File: src/rtl/axis_rr_arbiter.sv
// Round-robin AXI4-Stream merger: N slave streams share one master stream,
// with whole packets granted to one port at a time (no interleaving).
module axis_rr_arbiter #(
    parameter int N_PORTS = 4,
    parameter int DATA_W  = 32,
    parameter int ID_W    = 8,
    parameter int USER_W  = 1,
    localparam int KEEP_W = DATA_W / 8,
    localparam int IDX_W  = $clog2(N_PORTS)
) (
    input  logic                         clk,
    input  logic                         nrst,
    input  logic [N_PORTS-1:0]           s_tvalid,
    output logic [N_PORTS-1:0]           s_tready,
    input  logic [N_PORTS-1:0]           s_tlast,
    input  logic [N_PORTS*DATA_W-1:0]    s_tdata,
    input  logic [N_PORTS*KEEP_W-1:0]    s_tkeep,
    input  logic [N_PORTS*ID_W-1:0]      s_tid,
    input  logic [N_PORTS*ID_W-1:0]      s_tdest,
    input  logic [N_PORTS*USER_W-1:0]    s_tuser,
    output logic                         m_tvalid,
    input  logic                         m_tready,
    output logic                         m_tlast,
    output logic [DATA_W-1:0]            m_tdata,
    output logic [KEEP_W-1:0]            m_tkeep,
    output logic [ID_W-1:0]              m_tid,
    output logic [ID_W-1:0]              m_tdest,
    output logic [USER_W-1:0]            m_tuser,
    output logic [IDX_W-1:0]             grant_idx,
    output logic                         busy
);

    typedef enum logic [0:0] {
        ST_IDLE = 1'b0,
        ST_LOCK = 1'b1
    } state_t;

    state_t               state_r;
    state_t               state_s;
    logic [IDX_W-1:0]     grant_idx_r;
    logic [IDX_W-1:0]     grant_next_s;
    logic [IDX_W-1:0]     rr_ptr_r;
    logic [IDX_W-1:0]     rr_ptr_next_s;
    logic [N_PORTS-1:0]   req_rot_s;
    logic [IDX_W:0]       cand_s;
    logic [IDX_W-1:0]     pick_s;
    logic                 pick_found_s;
    logic [N_PORTS-1:0]   grant_oh_s;
    logic                 lock_s;
    logic                 last_xfer_s;

    // Search requesters starting at rr_ptr: rotate so position 0 is rr_ptr
    always_comb begin
        req_rot_s    = N_PORTS'({s_tvalid, s_tvalid} >> rr_ptr_r);
        pick_s       = '0;
        pick_found_s = 1'b0;
        cand_s       = '0;
        for (int k = N_PORTS - 1; k >= 0; k--) begin
            if (req_rot_s[k]) begin
                cand_s = {1'b0, rr_ptr_r} + (IDX_W+1)'(k);
                if (cand_s >= (IDX_W+1)'(N_PORTS)) begin
                    cand_s = cand_s - (IDX_W+1)'(N_PORTS);
                end else begin
                    cand_s = cand_s;
                end
                pick_s       = cand_s[IDX_W-1:0];
                pick_found_s = 1'b1;
            end else begin
                pick_found_s = pick_found_s;
            end
        end
    end

    // State, owner and round-robin pointer registers
    always_ff @(posedge clk or negedge nrst) begin
        if (!nrst) begin
            state_r     <= ST_IDLE;
            grant_idx_r <= '0;
            rr_ptr_r    <= '0;
        end else begin
            state_r     <= state_s;
            grant_idx_r <= grant_next_s;
            rr_ptr_r    <= rr_ptr_next_s;
        end
    end

    // Next state: grant on any request, release only on the tlast transfer
    always_comb begin
        state_s       = state_r;
        grant_next_s  = grant_idx_r;
        rr_ptr_next_s = rr_ptr_r;
        case (state_r)
            ST_IDLE: begin
                if (pick_found_s) begin
                    state_s      = ST_LOCK;
                    grant_next_s = pick_s;
                end else begin
                    state_s      = ST_IDLE;
                end
            end
            ST_LOCK: begin
                if (last_xfer_s) begin
                    state_s = ST_IDLE;
                    if (grant_idx_r == IDX_W'(N_PORTS - 1)) begin
                        rr_ptr_next_s = '0;
                    end else begin
                        rr_ptr_next_s = grant_idx_r + IDX_W'(1);
                    end
                end else begin
                    state_s = ST_LOCK;
                end
            end
            default: begin
                state_s = ST_IDLE;
            end
        endcase
    end

    // Outputs: AND-OR mux of the owning port, handshake gated by LOCK
    always_comb begin
        lock_s   = (state_r == ST_LOCK);
        m_tdata  = '0;
        m_tkeep  = '0;
        m_tid    = '0;
        m_tdest  = '0;
        m_tuser  = '0;
        m_tlast  = 1'b0;
        for (int i = 0; i < N_PORTS; i++) begin
            grant_oh_s[i] = (grant_idx_r == IDX_W'(i));
            m_tdata = m_tdata | (s_tdata[i*DATA_W +: DATA_W] & {DATA_W{grant_oh_s[i]}});
            m_tkeep = m_tkeep | (s_tkeep[i*KEEP_W +: KEEP_W] & {KEEP_W{grant_oh_s[i]}});
            m_tid   = m_tid   | (s_tid[i*ID_W +: ID_W]       & {ID_W{grant_oh_s[i]}});
            m_tdest = m_tdest | (s_tdest[i*ID_W +: ID_W]     & {ID_W{grant_oh_s[i]}});
            m_tuser = m_tuser | (s_tuser[i*USER_W +: USER_W] & {USER_W{grant_oh_s[i]}});
            m_tlast = m_tlast | (s_tlast[i] & grant_oh_s[i]);
        end
        m_tvalid    = lock_s & (|(s_tvalid & grant_oh_s));
        s_tready    = grant_oh_s & {N_PORTS{lock_s & m_tready}};
        last_xfer_s = m_tvalid & m_tready & m_tlast;
        grant_idx   = grant_idx_r;
        busy        = lock_s;
    end

endmodule

File: config.mk
export PLATFORM = sky130hd
export DESIGN_NAME = axis_rr_arbiter
export DESIGN_NICKNAME = d
export VERILOG_FILES = /design/src/rtl/axis_rr_arbiter.sv
export SDC_FILE = /design/constraint.sdc
export NUM_CORES = 1
export LEC_CHECK = 0
export CAP_MARGIN = 25
export CORE_AREA = 4 4 107 109
export DETAILED_ROUTE_END_ITERATION = 8
export DIE_AREA = 0 0 111 113
export SLEW_MARGIN = 30
export SYNTH_ARGS = -nofsm -noshare
export SYNTH_HDL_FRONTEND = slang
export SYNTH_SLANG_ARGS = --single-unit
File: constraint.sdc
create_clock -name clk -period 1.85 [get_ports clk]
set_clock_uncertainty 0.05 [all_clocks]
set_input_delay 0.37 -clock clk [delete_from_list [all_inputs] [get_ports clk]]
set_output_delay 0.37 -clock clk [all_outputs]
set_load 0.1 [all_outputs]
==> flow_summary.toml <==
[floorplan]
dieArea_um2 = 12500
design.portCount = 285
initial_core_util = 0.144
die_w_um = 111
dieHeight_um = 113
rows = 38
core_area_um2 = 10600

[logic_synthesis]
ys_ff_latch = 5
synth_nets = 453
synth_compound_area_frac = 0.602
synth-main-ff-cell = "dfrtp_1"
synth_cells = 226
synth_top_family_by_area = "compound AO/OA/AOI/OAI gates"
synth_warnings = 0
synth_edf_count = 0
synthMuxAreaShare = 0.0262
synth_simple_gate_area_share = 0.180
yosysUniqueCellTypes = 24
synthXorXnorAreaFrac = 0
syn_area_per_cell_um2 = 6.75
yosysSeqAreaShare = 0.0820
synth_adder_area_share = 0.0328
async_flop_share = 1.00
syn-cell-area_um2 = 1530

[timing]
holdWs_ns = 0.338
timing.fmax_mhz = 476
setup_viol = 61
rsz0062_at_grt = "true"
hold_violations = 0
worst_pin_slew_ns = 0.436
setup_tns_ns = -12.14
drv_slew = 0
maxSlewHeadroom = 0.706
period_needed_ns = 2.10
timing.final.crit_share = 1.14
setup_slack_ns = -0.250

[worst_setup_path]
crit_buf_inv = 4
crit_family = "buffers and inverters"
cp_cell_sequence = "inv_4 > ha_4 > buf_12 > clkbuf_16 > a22oi_2 > nand2_4 > buf_12"
worst_setup_path_start_kind = "flip-flop"
crit_slowest_cell = "dfrtp_4"
required_ns = 1.43
rr_worst_depth = 6
worstPathArrival_ns = 1.68
end_kind = "primary output"
critPathMaxStageDelay_ns = 0.46
path_class = "reg2out"
crit_fanout = 8
worstReg2RegEnd = "rr_ptr_r[0]$_DFFE_PN0P_"
path_common_cell = "buf_12"
r2r-start = "grant_idx[0]$_DFFE_PN0P_"
r2r_slack_ns = -0.01

[place]
place_congestion = 0.841
portBuffers = 284
hpwl_um = 10600
place_ws_ns = -0.0281

[clock_network]
hold_buffers = 0
insertion_delay_ns = 0.22
clk_pin_slew_ns = 0.03
root_buffer = "clkbuf_8"
cts_sinks = 5
clockBufferDepth = 2
cts_buffers = 3
h-tree-depth = 1
cts_tree = "yes"

[cells_and_area]
final_common_cell = "clkdlybuf4s50_1"
antenna_cells = 0
nNetsFinal = 754
syn_to_final_growth_pct = 336
drive_above_1_share = 0.538
layout_common_cells = "clkdlybuf4s50_1, a22oi_2, buf_12"

[routing]
postRouteWirelength_um = 12600
vias_per_cell = 4.78
drc = 0
vias = 3181
wl_per_cell_um = 19.0
ant_nets = 0
drt_iter0_drc = 84
drt_first_pass_iters = 4

[run]
maxCapViolations = 0

[grt]
grt_pass1_vias = 3415
grt.total_usage = 0.187
grt_overflow_total = 0
antenna_found_initial = 0
grt_max_degree = 25
grt_pass1_wl_um = 19300

[outcome]
violations = "negative setup slack"
status = "finished with violations"

[worst_hold_path]
worstHoldPathType = "in2async"
## metrics by stage
stage           util  instance area (um^2)  cells
4_1_cts        0.617                  6550    663
3_3_place_gp   0.602                  6380    654
5_1_grt        0.627                  6650    666
2_1_floorplan      -                  2610    226
6_report       0.627                  6650    666
3_5_place_dp   0.602                  6380    654
## flip-flops by register name, summed over array words and instances, names as in the netlist
name,flops
grant_idx,2
rr_ptr_r,2
busy,1
## worst register-to-register path: cells and delay by family (launching register included)
family                     cells  cell delay (ns)
DFF                            1             0.51
buffers and inverters          1             0.17
adders and majority gates      1             0.24
muxes                          1             0.31
and+or+nand+nor                2             0.22
AOI/OAI and AO/OA              1             0.24
## metal layers
metal	part of all wire	vias up	routed length [um]	GRT usage
li1	-	1500	-	-
met2	0.52	171	6570	0.344
met3	0.078	12	985	0.0524
met1	0.39	1498	4910	0.223
met4	0.013	0	168	0.0238
met5	0	-	0	0
## cells in the mapped netlist (2+ instances only)
master | number | area [um^2]
a21oi_1 | 4 | 20.0
a22oi_1 | 108 | 811
a22oi_2 | 2 | 25.0
and3_1 | 4 | 25.0
buf_1 | 4 | 15.0
buf_2 | 2 | 10.0
buf_4 | 3 | 22.5
clkbuf_1 | 15 | 56.3
dfrtp_1 | 5 | 125
ha_1 | 4 | 50.1
inv_1 | 4 | 15.0
mux2_4 | 2 | 30.0
nand2_1 | 56 | 210
nor2_1 | 3 | 11.3
## area by class of cell
cell class	instances	area (um^2)
multi-input cells	193	2300
flip-flops and latches	5	134
repair buffers	320	3970
inverters	4	20.0
fillers	856	3950
well taps	140	175
clock buffers	4	45.0
## repair_timing
| action | in CTS | in global routing |
|---|---|---|
| resized for setup | 18 | 10 |
| endpoints found under the setup margin | 61 | 61 |
| buffers inserted | 5 | 0 |
| cloned | 0 | 3 |
| pin swaps | 14 | 18 |
## cell families (layout without fill, tap and decap cells)
group                    Yosys count  after routing
AO/OA/AOI/OAI                    121            121
AND/OR/NAND/NOR                   65             65
buffers and inverters             28            328
flip-flops                         5              5
adder cells (fa/ha/maj)            4              4
multiplexers                       3              3
## worst max path at each step
stage	from	to	slack, ns	depth (start not counted)
4_1_cts	grant_idx[0]$_DFFE_PN0P_	m_tdest[2]	-0.26	7
3_3_place_gp	grant_idx[0]$_DFFE_PN0P_	m_tdest[0]	-0.002	6
3_5_place_dp	grant_idx[0]$_DFFE_PN0P_	m_tdest[0]	-0.03	6
5_1_grt	grant_idx[0]$_DFFE_PN0P_	m_tdata[5]	-0.30	7
2_1_floorplan	grant_idx[1]$_DFFE_PN0P_	s_tready[3]	-0.25	4
6_report	grant_idx[1]$_DFFE_PN0P_	m_tdata[5]	-0.25	7
Power is not shown: default switching activity piles up to over one toggle a cycle in this logic, so the estimate is an artifact.
